<file path="config.mk">
export PLATFORM = sky130hd
export DESIGN_NAME = fifo_wr_arbiter
export DESIGN_NICKNAME = d
export VERILOG_FILES = /design/src/rtl/fifo_ctrl_pkg.sv /design/src/rtl/fifo_wr_arbiter_rr_pick.sv /design/src/rtl/fifo_wr_arbiter.sv
export SDC_FILE = /design/constraint.sdc
export NUM_CORES = 1
export LEC_CHECK = 0
export ABC_AREA = 1
export CAP_MARGIN = 30
export CORE_ASPECT_RATIO = 1.2
export CORE_MARGIN = 2
export CORE_UTILIZATION = 38
export CTS_CLUSTER_DIAMETER = 40
export DETAILED_ROUTE_END_ITERATION = 10
export PLACE_DENSITY = 0.85
export SYNTH_ARGS = -nofsm -noshare
export SYNTH_HDL_FRONTEND = slang
export SYNTH_SLANG_ARGS = --single-unit
</file>
<file path="constraint.sdc">
create_clock -name wr_clk -period 2.4 [get_ports wr_clk]
set_input_delay 0.24 -clock wr_clk [delete_from_list [all_inputs] [get_ports wr_clk]]
set_output_delay 0.24 -clock wr_clk [all_outputs]
set_load 0.05 [all_outputs]
</file>
<file path="src/rtl/fifo_ctrl_pkg.sv">
// Shared definitions for the FIFO write-port arbiter: FSM encoding and the
// default sizing constants used by the top level.
package fifo_ctrl_pkg;

  // Arbiter FSM: IDLE arbitrates, GRANT owns the FIFO write port.
  typedef enum logic {
    IDLE  = 1'b0,
    GRANT = 1'b1
  } arb_state_e;

  // Default sizing.
  localparam int DEF_NREQ      = 4;
  localparam int DEF_WIDTH     = 8;
  localparam int DEF_MAX_BURST = 4;

  // Width of a beat counter that must be able to hold max_burst itself.
  function automatic int beat_cnt_width(input int max_burst);
    return $clog2(max_burst) + 1;
  endfunction

endpackage

</file>
<file path="src/rtl/fifo_wr_arbiter_rr_pick.sv">
// Round-robin search: starting one position after last_id and wrapping,
// returns the first requester whose request bit is set.
module rr_pick #(
  parameter int NREQ = 4,
  parameter int IDW  = 2
) (
  input  logic [NREQ-1:0] req_i,
  input  logic [IDW-1:0]  last_id_i,
  output logic [IDW-1:0]  pick_o,
  output logic            found_o
);

  // Scan offsets from farthest to nearest so the nearest hit after last_id
  // is the one left standing; offset NREQ is last_id itself (lowest priority).
  always_comb begin
    pick_o  = {IDW{1'b0}};
    found_o = 1'b0;
    for (int off = NREQ; off >= 1; off--) begin
      logic [IDW-1:0] idx;
      idx     = IDW'((int'(last_id_i) + off) % NREQ);
      pick_o  = req_i[idx] ? idx : pick_o;
      found_o = found_o | req_i[idx];
    end
  end

endmodule

</file>
<file path="src/rtl/fifo_wr_arbiter.sv">
// Write-side arbiter for an asynchronous FIFO. Several requesters compete for
// the single write port; the winner keeps the port until its packet ends, it
// reaches MAX_BURST accepted beats, or it goes idle. A full FIFO only stalls
// the owner, it never takes the grant away.
module fifo_wr_arbiter
  import fifo_ctrl_pkg::*;
#(
  parameter int NREQ      = DEF_NREQ,
  parameter int WIDTH     = DEF_WIDTH,
  parameter int MAX_BURST = DEF_MAX_BURST
) (
  input  logic                     wr_clk,
  input  logic                     wrst_n,
  input  logic [NREQ-1:0]          req_valid,
  input  logic [NREQ-1:0]          req_last,
  input  logic [NREQ*WIDTH-1:0]    req_data,
  output logic [NREQ-1:0]          req_ready,
  input  logic                     fifo_full,
  output logic                     fifo_wr_en,
  output logic [WIDTH-1:0]         fifo_wr_data,
  output logic                     grant_active,
  output logic [$clog2(NREQ)-1:0]  grant_id
);

  localparam int IDW = $clog2(NREQ);
  localparam int CW  = beat_cnt_width(MAX_BURST);
  localparam logic [CW-1:0] MAX_CNT = CW'(MAX_BURST);

  arb_state_e      state_q,    state_d;
  logic [IDW-1:0]  grant_id_q, grant_id_d;
  logic [IDW-1:0]  last_id_q,  last_id_d;
  logic [CW-1:0]   beat_cnt_q, beat_cnt_d;

  logic            valid_sel_s;
  logic            last_sel_s;
  logic [CW-1:0]   beat_inc_s;
  logic [IDW-1:0]  pick_id_s;
  logic            pick_found_s;

  // Round-robin pick among all valid requesters, priority starting after last_id.
  rr_pick #(
    .NREQ (NREQ),
    .IDW  (IDW)
  ) u_rr_pick (
    .req_i     (req_valid),
    .last_id_i (last_id_q),
    .pick_o    (pick_id_s),
    .found_o   (pick_found_s)
  );

  // Select the owner's valid, last and data lanes with an AND-OR mux.
  always_comb begin
    valid_sel_s  = 1'b0;
    last_sel_s   = 1'b0;
    fifo_wr_data = {WIDTH{1'b0}};
    for (int i = 0; i < NREQ; i++) begin
      logic hit;
      hit          = (grant_id_q == IDW'(i));
      valid_sel_s  = valid_sel_s | (hit & req_valid[i]);
      last_sel_s   = last_sel_s  | (hit & req_last[i]);
      fifo_wr_data = fifo_wr_data | ({WIDTH{hit}} & req_data[i*WIDTH +: WIDTH]);
    end
  end

  // Ready goes only to the owner and only while the FIFO can take a beat;
  // it does not depend on the owner's valid so there is no valid/ready loop.
  always_comb begin
    req_ready = {NREQ{1'b0}};
    for (int i = 0; i < NREQ; i++) begin
      req_ready[i] = grant_active & ~fifo_full & (grant_id_q == IDW'(i));
    end
  end

  assign grant_active = (state_q == GRANT);
  assign fifo_wr_en   = grant_active & valid_sel_s & ~fifo_full;
  assign grant_id     = grant_id_q;

  // Next-state logic: arbitrate in IDLE, count accepted beats and decide
  // release in GRANT. Last and max-burst on the same beat is one release.
  always_comb begin
    state_d    = state_q;
    grant_id_d = grant_id_q;
    last_id_d  = last_id_q;
    beat_cnt_d = beat_cnt_q;
    beat_inc_s = beat_cnt_q + {{(CW-1){1'b0}}, 1'b1};
    case (state_q)
      IDLE: begin
        if (pick_found_s) begin
          state_d    = GRANT;
          grant_id_d = pick_id_s;
          last_id_d  = pick_id_s;
          beat_cnt_d = {CW{1'b0}};
        end else begin
          state_d    = IDLE;
        end
      end
      GRANT: begin
        if (fifo_wr_en) begin
          beat_cnt_d = beat_inc_s;
          if (last_sel_s || (beat_inc_s == MAX_CNT)) begin
            state_d = IDLE;
          end else begin
            state_d = GRANT;
          end
        end else if (!valid_sel_s && !fifo_full) begin
          state_d = IDLE;
        end else begin
          state_d = GRANT;
        end
      end
      default: begin
        state_d = IDLE;
      end
    endcase
  end

  // State register; reset leaves requester 0 with first priority.
  always_ff @(posedge wr_clk or negedge wrst_n) begin
    if (!wrst_n) begin
      state_q    <= IDLE;
      grant_id_q <= {IDW{1'b0}};
      last_id_q  <= IDW'(NREQ - 1);
      beat_cnt_q <= {CW{1'b0}};
    end else begin
      state_q    <= state_d;
      grant_id_q <= grant_id_d;
      last_id_q  <= last_id_d;
      beat_cnt_q <= beat_cnt_d;
    end
  end

endmodule

</file>
==> results.yml <==
placement:
  portBuffers: 58
  dp.cells: 238
  gp_congestion: 0.877
  hpwl_um: 2440
worst_setup_path:
  r2r_slack_ns: 0.84
  rr_startpoint: "last_id_q[0]$_DFFE_PN1P_"
  r2r_cells: 9
  path_max_fanout: 9
  r2r_end: "grant_id[0]$_DFFE_PN0P_"
  startpoint_type: "flop"
  cp.arrival_ns: 1.75
  critical_path_class: "reg -> out"
  setup.worst_path.end_class: "primary output"
  crit_required_ns: 2.16
  startpoint: "grant_id[0]$_DFFE_PN0P_"
logic_synthesis:
  synth.most_common_cell: "nand2_1"
  yosysWarnings: 0
  ys_types: 24
  synth_area_leaders: "nand2_1 33%, dfrtp_1 17%, nand3_1 6.3%, dfstp_2 6.0%, nand4_1 5.7%"
  syn_nets: 195
  synth_top_cell_by_area: "nand2_1"
  synth-async-reset-ratio: 1.00
  synth_top_area_share: 0.334
  synth_area_sq_um: 877
  syn-instance-count: 150
  synth_flop_cell: "dfrtp_1"
  postSynthAreaPerCell_sq_um: 5.85
  yosysSeqAreaShare: 0.231
  ys_seq_elements: 8
  synth_edf_count: 0
  synth_common_cells: "78 x nand2_1, 11 x nand3_1, 9 x inv_1"
pwr:
  p_comb_frac: 0.798
  p_sw_frac: 0.601
  power_uw: 2050
  cellPowerDensity_mw_per_mm2: 1350
  p_seq_frac: 0.149
  clock_power_share: 0.054
  internal_power_uw: 818
  peakVddDrop_mv: 0.992
  p_leak_uw: 0.000819
  p_sw_uw: 1230
sta:
  skew_ns: 0.0130
  min_period_ns: 1.99
  slew_viol_final: 0
  fmax_mhz: 503
  worst_slew_pin_slew_ns: 0.523
  setup_viol: 0
  rsz0062_at_grt: "no"
  fin_crit_sh: 0.829
  hold_viol: 0
  finalSetupTns_ns: 0
  relSlewSlack: 0.651
flow_run:
  drv_cap: 0
global_routing:
  grt_first_pass_wirelength_um: 4440
  antenna_found_initial: 0
  gr-total-overflow: 0
  grt_pass1_vias: 1116
  track_usage: 0.219
  grt_max_degree: 11
detailed_routing:
  final_antenna_net_count: 0
  post_drt_wl_per_cell_um: 11.8
  routed_via_density: 4.77
  num_vias: 1154
  drc: 0
  first_pass_iters: 4
  dr.first_iter.drc_count: 18
  wirelength_um: 2850
floorplanning:
  num_io_pins: 59
  die_w_um: 47.9
  core-area_sq_mm: 0.00223
  start_util: 0.392
  dieArea_sq_mm: 0.00271
  die_y_um: 56.6
  rows: 19
layout:
  finalNetCount: 257
  stdcell_count: 242
  fin_util: 0.683
  syn_to_final_growth_pct: 73.9
  drive_gt1_frac: 0.142
  antenna-diode-count: 0
clock_tree:
  post_cts_buffers: 0
  cts_made_buffers: 3
  clkLatencyLatePin_ns: 0.26
  cts-root-buf: "clkbuf_4"
  path_clk_slew_ns: 0.06
  cts.sinks: 8
  cts_buffer_depth: 2
  cts_tree: "done"
  htreeDepth: 1
run_status:
  outcome: "finished clean"
hold_path:
  hp-class: "in -> async"
placed cells by master (no fill, tap or decap):
cell type,count
dlymetal6s2s_1,8
clkbuf_4,3
nand3_2,1
dfstp_2,2
nand3_1,11
a21oi_1,2
clkdlybuf4s50_1,45
o21ai_1,1
o21ai_2,1
dfrtp_1,6
nand2_2,3
ha_1,2
nor3_1,2
nand2_4,1
nand4_1,8
clkbuf_1,1
buf_4,5
inv_2,8
nand3b_1,1
nor2_2,1
inv_1,9
nor3_2,1
nor2_4,3
xnor2_1,1
nand2_1,78
nor2_1,5
o22ai_1,1
bufinv_8,1
stage by stage:
| step | worst slack [ns] | area, sq um | hold WS (ns) |
|---|---|---|---|
| after floorplan | 0.0152 | 877 | -0.0556 |
| after global placement | 0.383 | 1480 | 0.492 |
| after detailed placement | 0.298 | 1480 | 0.502 |
| after CTS | 0.00544 | 1510 | 0.254 |
| after global routing | 0.302 | 1530 | 0.274 |
| final | 0.411 | 1530 | 0.247 |
sequential cells by signal, indices dropped and copies added, names as in the netlist:
| register | count |
|---|---|
| grant_active | 1 |
| last_id_q | 2 |
| grant_id | 2 |
| beat_cnt_q | 3 |
power groups by stage:
stage | Combinational (uW) | Sequential, uW | Clock (uW)
floorplan | 1100 | 357 | 0
global placement | 1620 | 298 | 0
detailed placement | 1650 | 307 | 0
CTS | 1660 | 306 | 114
global route | 1770 | 318 | 119
finish | 1640 | 305 | 110
worst max-delay path, stage by stage (launching register included):
cell and delay (ns):
dfrtp_1 0.49, nand2_1 0.13, inv_1 0.24, nand2_1 0.08
nand4_1 0.10, dlymetal6s2s_1 0.44
logic make-up (layout without fill, tap and decap cells):
group                    count (synthesis)  in the layout  share of synthesized area
AND/OR/NAND/NOR                        115            115                      0.598
buffers and inverters                   19             80                     0.0984
flip-flops                               8              8                      0.231
AO/OA/AOI/OAI                            5              5                     0.0342
adder cells (fa/ha/maj)                  2              2                     0.0285
XOR/XNOR                                 1              1                    0.00999
final cells by class:
class                   count  area, sq um
fillers                   209          709
clock buffers               4         26.3
well taps                  31         38.8
inverters                  18         81.3
repair buffers             58          588
multi-input cells         123          588
flip-flops and latches      8          203
layer usage:
layer,up-vias,wire length [um],track usage
met5,-,0,0
met4,0,42,0.0695
met3,6,437,0.0965
met2,62,1380,0.400
met1,491,985,0.200
li1,595,-,-
worst max-delay path by stage:
stage                      end  slack [ns]  depth (start not counted)
6_report       fifo_wr_data[1]        0.41                          5
5_1_grt        fifo_wr_data[1]        0.30                          5
4_1_cts        fifo_wr_data[1]       0.005                          5
3_5_place_dp   fifo_wr_data[1]        0.30                          5
3_3_place_gp   fifo_wr_data[0]        0.38                          5
2_1_floorplan     req_ready[1]        0.02                          4
timing repair:
item / in CTS / in global routing
resized for setup: 0 / 8
hold buffers: 0 / 0
setup endpoints to repair: 0 / 8
No activity file was read; power rests on OpenSTA's default activity.
